### config.mk
export PLATFORM = sky130hd
export DESIGN_NAME = ysyx_220053_mem_arb
export DESIGN_NICKNAME = d
export VERILOG_FILES = /design/src/rtl/ysyx_220053_mem_arb_pkg.sv /design/src/rtl/ysyx_220053_rr_pick.sv /design/src/rtl/ysyx_220053_mem_arb.sv
export SDC_FILE = /design/constraint.sdc
export NUM_CORES = 1
export LEC_CHECK = 0
export BUFFER_PORTS_ARGS = -buffer_cell sky130_fd_sc_hd__buf_4
export CORE_AREA = 2 2 373 375
export DETAILED_ROUTE_END_ITERATION = 8
export DIE_AREA = 0 0 375 377
export PLACE_DENSITY_LB_ADDON = 0.25
export SYNTH_ARGS = -nofsm -noshare
export SYNTH_HDL_FRONTEND = slang
export SYNTH_SLANG_ARGS = --single-unit
### constraint.sdc
create_clock -name clk -period 1.7 [get_ports clk]
set_input_delay 0.085 -clock clk [delete_from_list [all_inputs] [get_ports clk]]
set_output_delay 0.085 -clock clk [all_outputs]
set_load 0.1 [all_outputs]
### src/rtl/ysyx_220053_mem_arb_pkg.sv
// Shared definitions for the icache/dcache memory arbiter: FSM states,
// grant identifiers and default cache geometry.
package ysyx_220053_mem_arb_pkg;

    localparam int unsigned ADDR_W_DEF = 64;
    localparam int unsigned LINE_W_DEF = 128;

    typedef enum logic [1:0] {
        IDLE = 2'd0,
        BUSY = 2'd1,
        DONE = 2'd2
    } state_e;

    typedef enum logic {
        GNT_I = 1'b0,
        GNT_D = 1'b1
    } grant_e;

    function automatic grant_e other_grant(input grant_e g);
        return (g == GNT_I) ? GNT_D : GNT_I;
    endfunction

endpackage

### src/rtl/ysyx_220053_rr_pick.sv
// Two-way round-robin selector: on a tie the requester not granted last wins.
module ysyx_220053_rr_pick
    import ysyx_220053_mem_arb_pkg::*;
(
    input  logic i_valid_i,
    input  logic d_valid_i,
    input  logic last_grant_i,
    output logic any_c_o,
    output logic grant_c_o
);

    always_comb begin
        any_c_o   = i_valid_i | d_valid_i;
        grant_c_o = GNT_I;
        if (i_valid_i && d_valid_i) begin
            grant_c_o = other_grant(grant_e'(last_grant_i));
        end else if (d_valid_i) begin
            grant_c_o = GNT_D;
        end
    end

endmodule

### src/rtl/ysyx_220053_mem_arb.sv
// Arbitrates icache and dcache line requests onto a single memory port,
// one transaction at a time with round-robin fairness.
module ysyx_220053_mem_arb
    import ysyx_220053_mem_arb_pkg::*;
#(
    parameter int unsigned ADDR_W = ADDR_W_DEF,
    parameter int unsigned LINE_W = LINE_W_DEF
) (
    input  logic              clk,
    input  logic              rst,

    input  logic [ADDR_W-1:0] i_addr_i,
    input  logic              i_req_i,
    input  logic              i_valid_i,
    input  logic [LINE_W-1:0] i_wdata_i,
    output logic [LINE_W-1:0] i_rdata_o,
    output logic              i_ready_o,

    input  logic [ADDR_W-1:0] d_addr_i,
    input  logic              d_req_i,
    input  logic              d_valid_i,
    input  logic [LINE_W-1:0] d_wdata_i,
    output logic [LINE_W-1:0] d_rdata_o,
    output logic              d_ready_o,

    output logic [ADDR_W-1:0] m_addr_o,
    output logic              m_req_o,
    output logic              m_valid_o,
    output logic [LINE_W-1:0] m_wdata_o,
    input  logic [LINE_W-1:0] m_rdata_i,
    input  logic              m_ready_i,

    output logic              busy_o
);

    state_e            state_q, state_d;
    grant_e            last_grant_q, last_grant_d;
    grant_e            owner_q, owner_d;
    logic [ADDR_W-1:0] addr_q, addr_d;
    logic              req_q, req_d;
    logic [LINE_W-1:0] wdata_q, wdata_d;

    logic              pick_any_c;
    logic              pick_gnt_c;

    ysyx_220053_rr_pick u_rr_pick (
        .i_valid_i    (i_valid_i),
        .d_valid_i    (d_valid_i),
        .last_grant_i (last_grant_q),
        .any_c_o      (pick_any_c),
        .grant_c_o    (pick_gnt_c)
    );

    // Memory request is always driven from the latched copy; m_valid_o qualifies it.
    assign m_addr_o  = addr_q;
    assign m_req_o   = req_q;
    assign m_wdata_o = wdata_q;

    always_ff @(posedge clk) begin
        if (rst) begin
            state_q      <= IDLE;
            last_grant_q <= GNT_I;
            owner_q      <= GNT_I;
            addr_q       <= '0;
            req_q        <= 1'b0;
            wdata_q      <= '0;
        end else begin
            state_q      <= state_d;
            last_grant_q <= last_grant_d;
            owner_q      <= owner_d;
            addr_q       <= addr_d;
            req_q        <= req_d;
            wdata_q      <= wdata_d;
        end
    end

    // Outputs are forced low while rst is held, even mid-transaction.
    always_comb begin
        state_d      = state_q;
        last_grant_d = last_grant_q;
        owner_d      = owner_q;
        addr_d       = addr_q;
        req_d        = req_q;
        wdata_d      = wdata_q;
        m_valid_o    = 1'b0;
        busy_o       = 1'b0;
        i_ready_o    = 1'b0;
        d_ready_o    = 1'b0;
        i_rdata_o    = '0;
        d_rdata_o    = '0;

        unique case (state_q)
            IDLE: begin
                if (pick_any_c) begin
                    owner_d      = grant_e'(pick_gnt_c);
                    last_grant_d = grant_e'(pick_gnt_c);
                    state_d      = BUSY;
                    if (pick_gnt_c == GNT_D) begin
                        addr_d  = d_addr_i;
                        req_d   = d_req_i;
                        wdata_d = d_wdata_i;
                    end else begin
                        addr_d  = i_addr_i;
                        req_d   = i_req_i;
                        wdata_d = i_wdata_i;
                    end
                end
            end
            BUSY: begin
                m_valid_o = !rst;
                busy_o    = !rst;
                if (m_ready_i) begin
                    state_d = DONE;
                    if (!rst) begin
                        if (owner_q == GNT_D) begin
                            d_ready_o = 1'b1;
                            d_rdata_o = m_rdata_i;
                        end else begin
                            i_ready_o = 1'b1;
                            i_rdata_o = m_rdata_i;
                        end
                    end
                end
            end
            DONE: begin
                busy_o  = !rst;
                state_d = IDLE;
            end
            default: begin
                state_d = IDLE;
            end
        endcase
    end

endmodule

* Word level (Yosys, flattened, before mapping)
Index checks and enable logic that the tools add are counted.
Operators by class: eq/ne operators 4, muxes and demuxes 26, bitwise logic cells 1, reduce and logical (&&, ||, !) cells 6
Operators by type and width (number):
- $mux 128 | 9
- $mux 64 | 1
- $mux 1 | 13
- $mux 2 | 2
- $ne 2x2->1 const B | 2
- $pmux 2 s2 | 1
- $reduce_and 2->1 | 2
- $eq 2x1->1 const B | 1
- $eq 2x2->1 const B | 1
- $logic_not 2->1 | 1
- $reduce_or 2->1 | 1
- $logic_and 1x1->1 | 1
- $logic_not 1->1 | 1
- $or 1x1->1 | 1
Word-level totals: flip-flop bits (word level) 196, input bits 519, output and inout bits 453, logic and storage cells 42

* Logic depth before layout (Yosys ltp)
depth in word-level cells 4, mapped depth 7, gate-level depth less buffers 5

* Modules after synthesis
A second synthesis with hierarchy kept.
Second synthesis, totals: cell total of the unflattened synthesis 1170, area, all modules 10620.2 um^2
Modules (own cells, without submodules):
- ysyx_220053_mem_arb | times used 1, cells an instance 1168, area an instance 10606.4 um^2, sequential area each 3923.8 um^2
- ysyx_220053_rr_pick | times used 1, cells an instance 2, area an instance 13.8 um^2, sequential area each 0.0 um^2

* Worst setup path before layout
OpenSTA, ideal clock, no wires.
path type register to output, from reg state_q[1], to out i_rdata_o[109], arrival 4119 ps, data required time 1615 ps, path slack -2504 ps, stages on the path, launching flop included 7, path buffers 1, cells stage by stage dfxtp_1 > inv_1 > ha_1 > nor2b_1 > and3b_1 > clkbuf_1 > and2_1
Between the ends: longest elaborated chain between the ends 2
Ends and longest elaborated chain:
- start, declared | line ysyx_220053_mem_arb.sv:36 | state_e state_q, state_d;
- start signal, assigned | line ysyx_220053_mem_arb.sv:68 | state_q <= state_d;
- $eq 2x1->1 | line ysyx_220053_mem_arb.sv:92 | unique case (state_q)
- $mux 128 | line ysyx_220053_mem_arb.sv:92
- end, declared | line ysyx_220053_mem_arb.sv:16 | output logic [LINE_W-1:0] i_rdata_o,
No other way between the ends.

* Worst setup path after layout
from reg state_q[1], to out d_rdata_o[7]
Between the ends: longest elaborated chain between the ends 2
Ends and longest elaborated chain:
- $eq 2x1->1 | line ysyx_220053_mem_arb.sv:92
- $mux 128 | line ysyx_220053_mem_arb.sv:92
- end, declared | line ysyx_220053_mem_arb.sv:23 | output logic [LINE_W-1:0] d_rdata_o,
No other way between the ends.

==> reports/results.ini <==
[sta]
worst_pin_slew_ps = 763.8
clock_skew_ps = 16.85
rsz0062_at_grt = yes
finalWorstSetupSlack_ps = -640.1
timing.slew.headroom = 0.4908
setup_violations = 448
finalMaxSlewViolations = 0
hold_viol = 0
finalSetupTns_ps = -184860
max_freq_mhz = 427.3
period_share = 1.377
period_minus_slack_ps = 2340

[detailed_routing]
dr.pass1.iters = 5
ant_nets = 0
initialDrtViolationCount = 640
viasPerCell = 3.394
via_count = 15480
postRouteWirelength_um = 92840
remaining_drc_errors = 0
routedWlPerCell_um = 20.35

[worst_setup_path]
crit_type = register to output port
cp.required_ps = 1620
worstPathArrival_ps = 2260
endpoint_kind = output port
critPathLaunchType = register
worstPathMaxFanout = 27

[grt]
gr-usage-all-layers = 0.1234
grt_pass1_wl_um = 122700
grt_max_degree = 112
grt_util_met2 = 0.2137
grt_pass1_vias = 15710
grt_util_met3 = 0.03300
grt_most_used_layer = met2
grt_use_met1 = 0.1477
grt-ovfl-total = 0
antenna_found_initial = 28

[synth]
avgSynthCellArea_um2 = 7.423
syn-num-nets = 1903
yosys_warnings = 0
syn-cell-area_um2 = 10250
syn_inst = 1381
synth_seq_cells = 196
yosysSeqAreaShare = 0.3828
synth_cell_types = 24

[status]
outcome = complete, but fails checks
violations = setup timing

[power_and_ir_drop]
p_leak_uw = 0.01247
ir_drop_uv = 730.0
power.total_uw = 26170
p_per_area_nw_per_um2 = 913.8

[floorplan]
die_h_um = 377
coreArea_um2 = 137000
die_w_um = 375
start_util = 0.07484
num_rows = 136
pin_count = 972
die_area_um2 = 141400

[placement]
port_buffers = 971
dp.cells = 4135
dp.final_hpwl_um = 75870
place_congestion = 0.8402

[layout]
area_growth_syn_to_layout_pct = 179.3
finalNonFillerCells = 4561
final_common_cell = buf_4
final_cell_mix = 800 x buf_4, 376 x dlygate4sd3_1, 244 x buf_12, 195 x a21oi_1
layout-drive-gt1-share = 0.5089
nNetsFinal = 3269

[cts]
cts_buffers = 17
cts_tree = yes
clock-sinks = 196
h-tree-depth = 4
clk_latency_ps = 540
root_buffer = clkbuf_16
clockBufferDepth = 2
clk_pin_slew_ps = 90

[hold_path]
min_path_type = input port to register

[job]
maxCapViolCount = 0

-- final cells by class --
cell class | count | area (um^2)
clock buffers | 17 | 425.4
flip-flops and latches | 196 | 3926
clock inverters | 14 | 145.1
multi-input cells | 1049 | 6226
repair buffers | 1481 | 15640
fillers | 15160 | 108300
well taps | 1794 | 2245
diodes | 8 | 20.02
inverters | 2 | 7.507
-- flip-flops by register name, indices dropped and copies added (netlist names) --
name       cells
m_wdata_o    128
m_addr_o      64
state_q        2
m_req_o        1
owner_q        1
-- metrics by stage --
step	util	hold slack (ps)	cell area [um^2]	setup slack [ps]
3_5_place_dp	0.1547	346.1	21190	-242.9
4_1_cts	0.1938	1.589	26550	-799.9
3_3_place_gp	0.1547	343.5	21190	-266.6
6_report	0.2090	59.56	28640	-640.1
2_1_floorplan	-	204.7	10990	-535.5
5_1_grt	0.2090	16.28	28630	-763.9
-- synthesized netlist by cell type, drive strengths merged --
master | instances | area share
clkbuf | 55 | 0.020
o21a | 1 | 0.00073
a311oi | 1 | 0.00085
inv | 2 | 0.00073
o31ai | 1 | 0.00073
and2 | 256 | 0.16
a21oi | 195 | 0.095
or3 | 1 | 0.00061
buf | 79 | 0.047
a21boi | 1 | 0.0011
nand2b | 2 | 0.0012
ha | 3 | 0.0037
a21bo | 1 | 0.00098
and3 | 1 | 0.00061
nand2 | 193 | 0.071
a211oi | 193 | 0.14
dfxtp | 196 | 0.38
and3b | 1 | 0.00085
mux2i | 1 | 0.00098
nor2b | 3 | 0.0018
nor2 | 194 | 0.071
o21ai | 1 | 0.00085
-- critical path, stage by stage (launching register included) --
cell and delay, ps:
dfxtp_2 330, inv_2 70, ha_4 120, nor2b_4 180, and3_4 250, buf_12 170, buf_12 170, and2_4 200
buf_12 180
-- logic make-up (layout without fill, tap and decap cells) --
family,count (synthesis),after routing,synth area share
flops,196,196,0.3828
buf+inv,136,1514,0.06774
mux,1,1,0.0009765
fa+ha+maj,3,3,0.003662
simple gates,651,651,0.3031
other cells,0,8,0
compound gates,394,394,0.2418
-- path summary, 6_finish.rpt --
path	end	from	depth (start not counted)	slack (ps)
worst max-delay path	d_rdata_o[7]	state_q[1]	8	-640
worst min-delay path	state_q[0]	m_ready_i	4	60
worst max register to register	m_wdata_o[68]	state_q[1]	8	-400
worst min register to register	m_wdata_o[104]	m_wdata_o[104]	2	500
-- per-layer routing --
layer  vias to the layer above  wire, um
met5                         -        57
met1                      7397     38010
met4                         8      2140
met2                       609     46820
li1                       7381         -
met3                        87      5811
-- power breakdown --
part	leakage [uW]	switching, uW	internal, uW
clock network	0.000278	2500	1950
logic	0.0106	11000	4760
registers	0.00163	534	5440
total	0.0125	14000	12100
-- timing repair --
item,4_1_cts,5_1_grt
resized for setup,251,454
endpoints found under the hold margin,194,0
hold buffers,376,0
cloned,0,8
buffers inserted,0,3
pin swaps,4,10
setup endpoints to repair,447,454
Power figures use the tool's default switching activity.
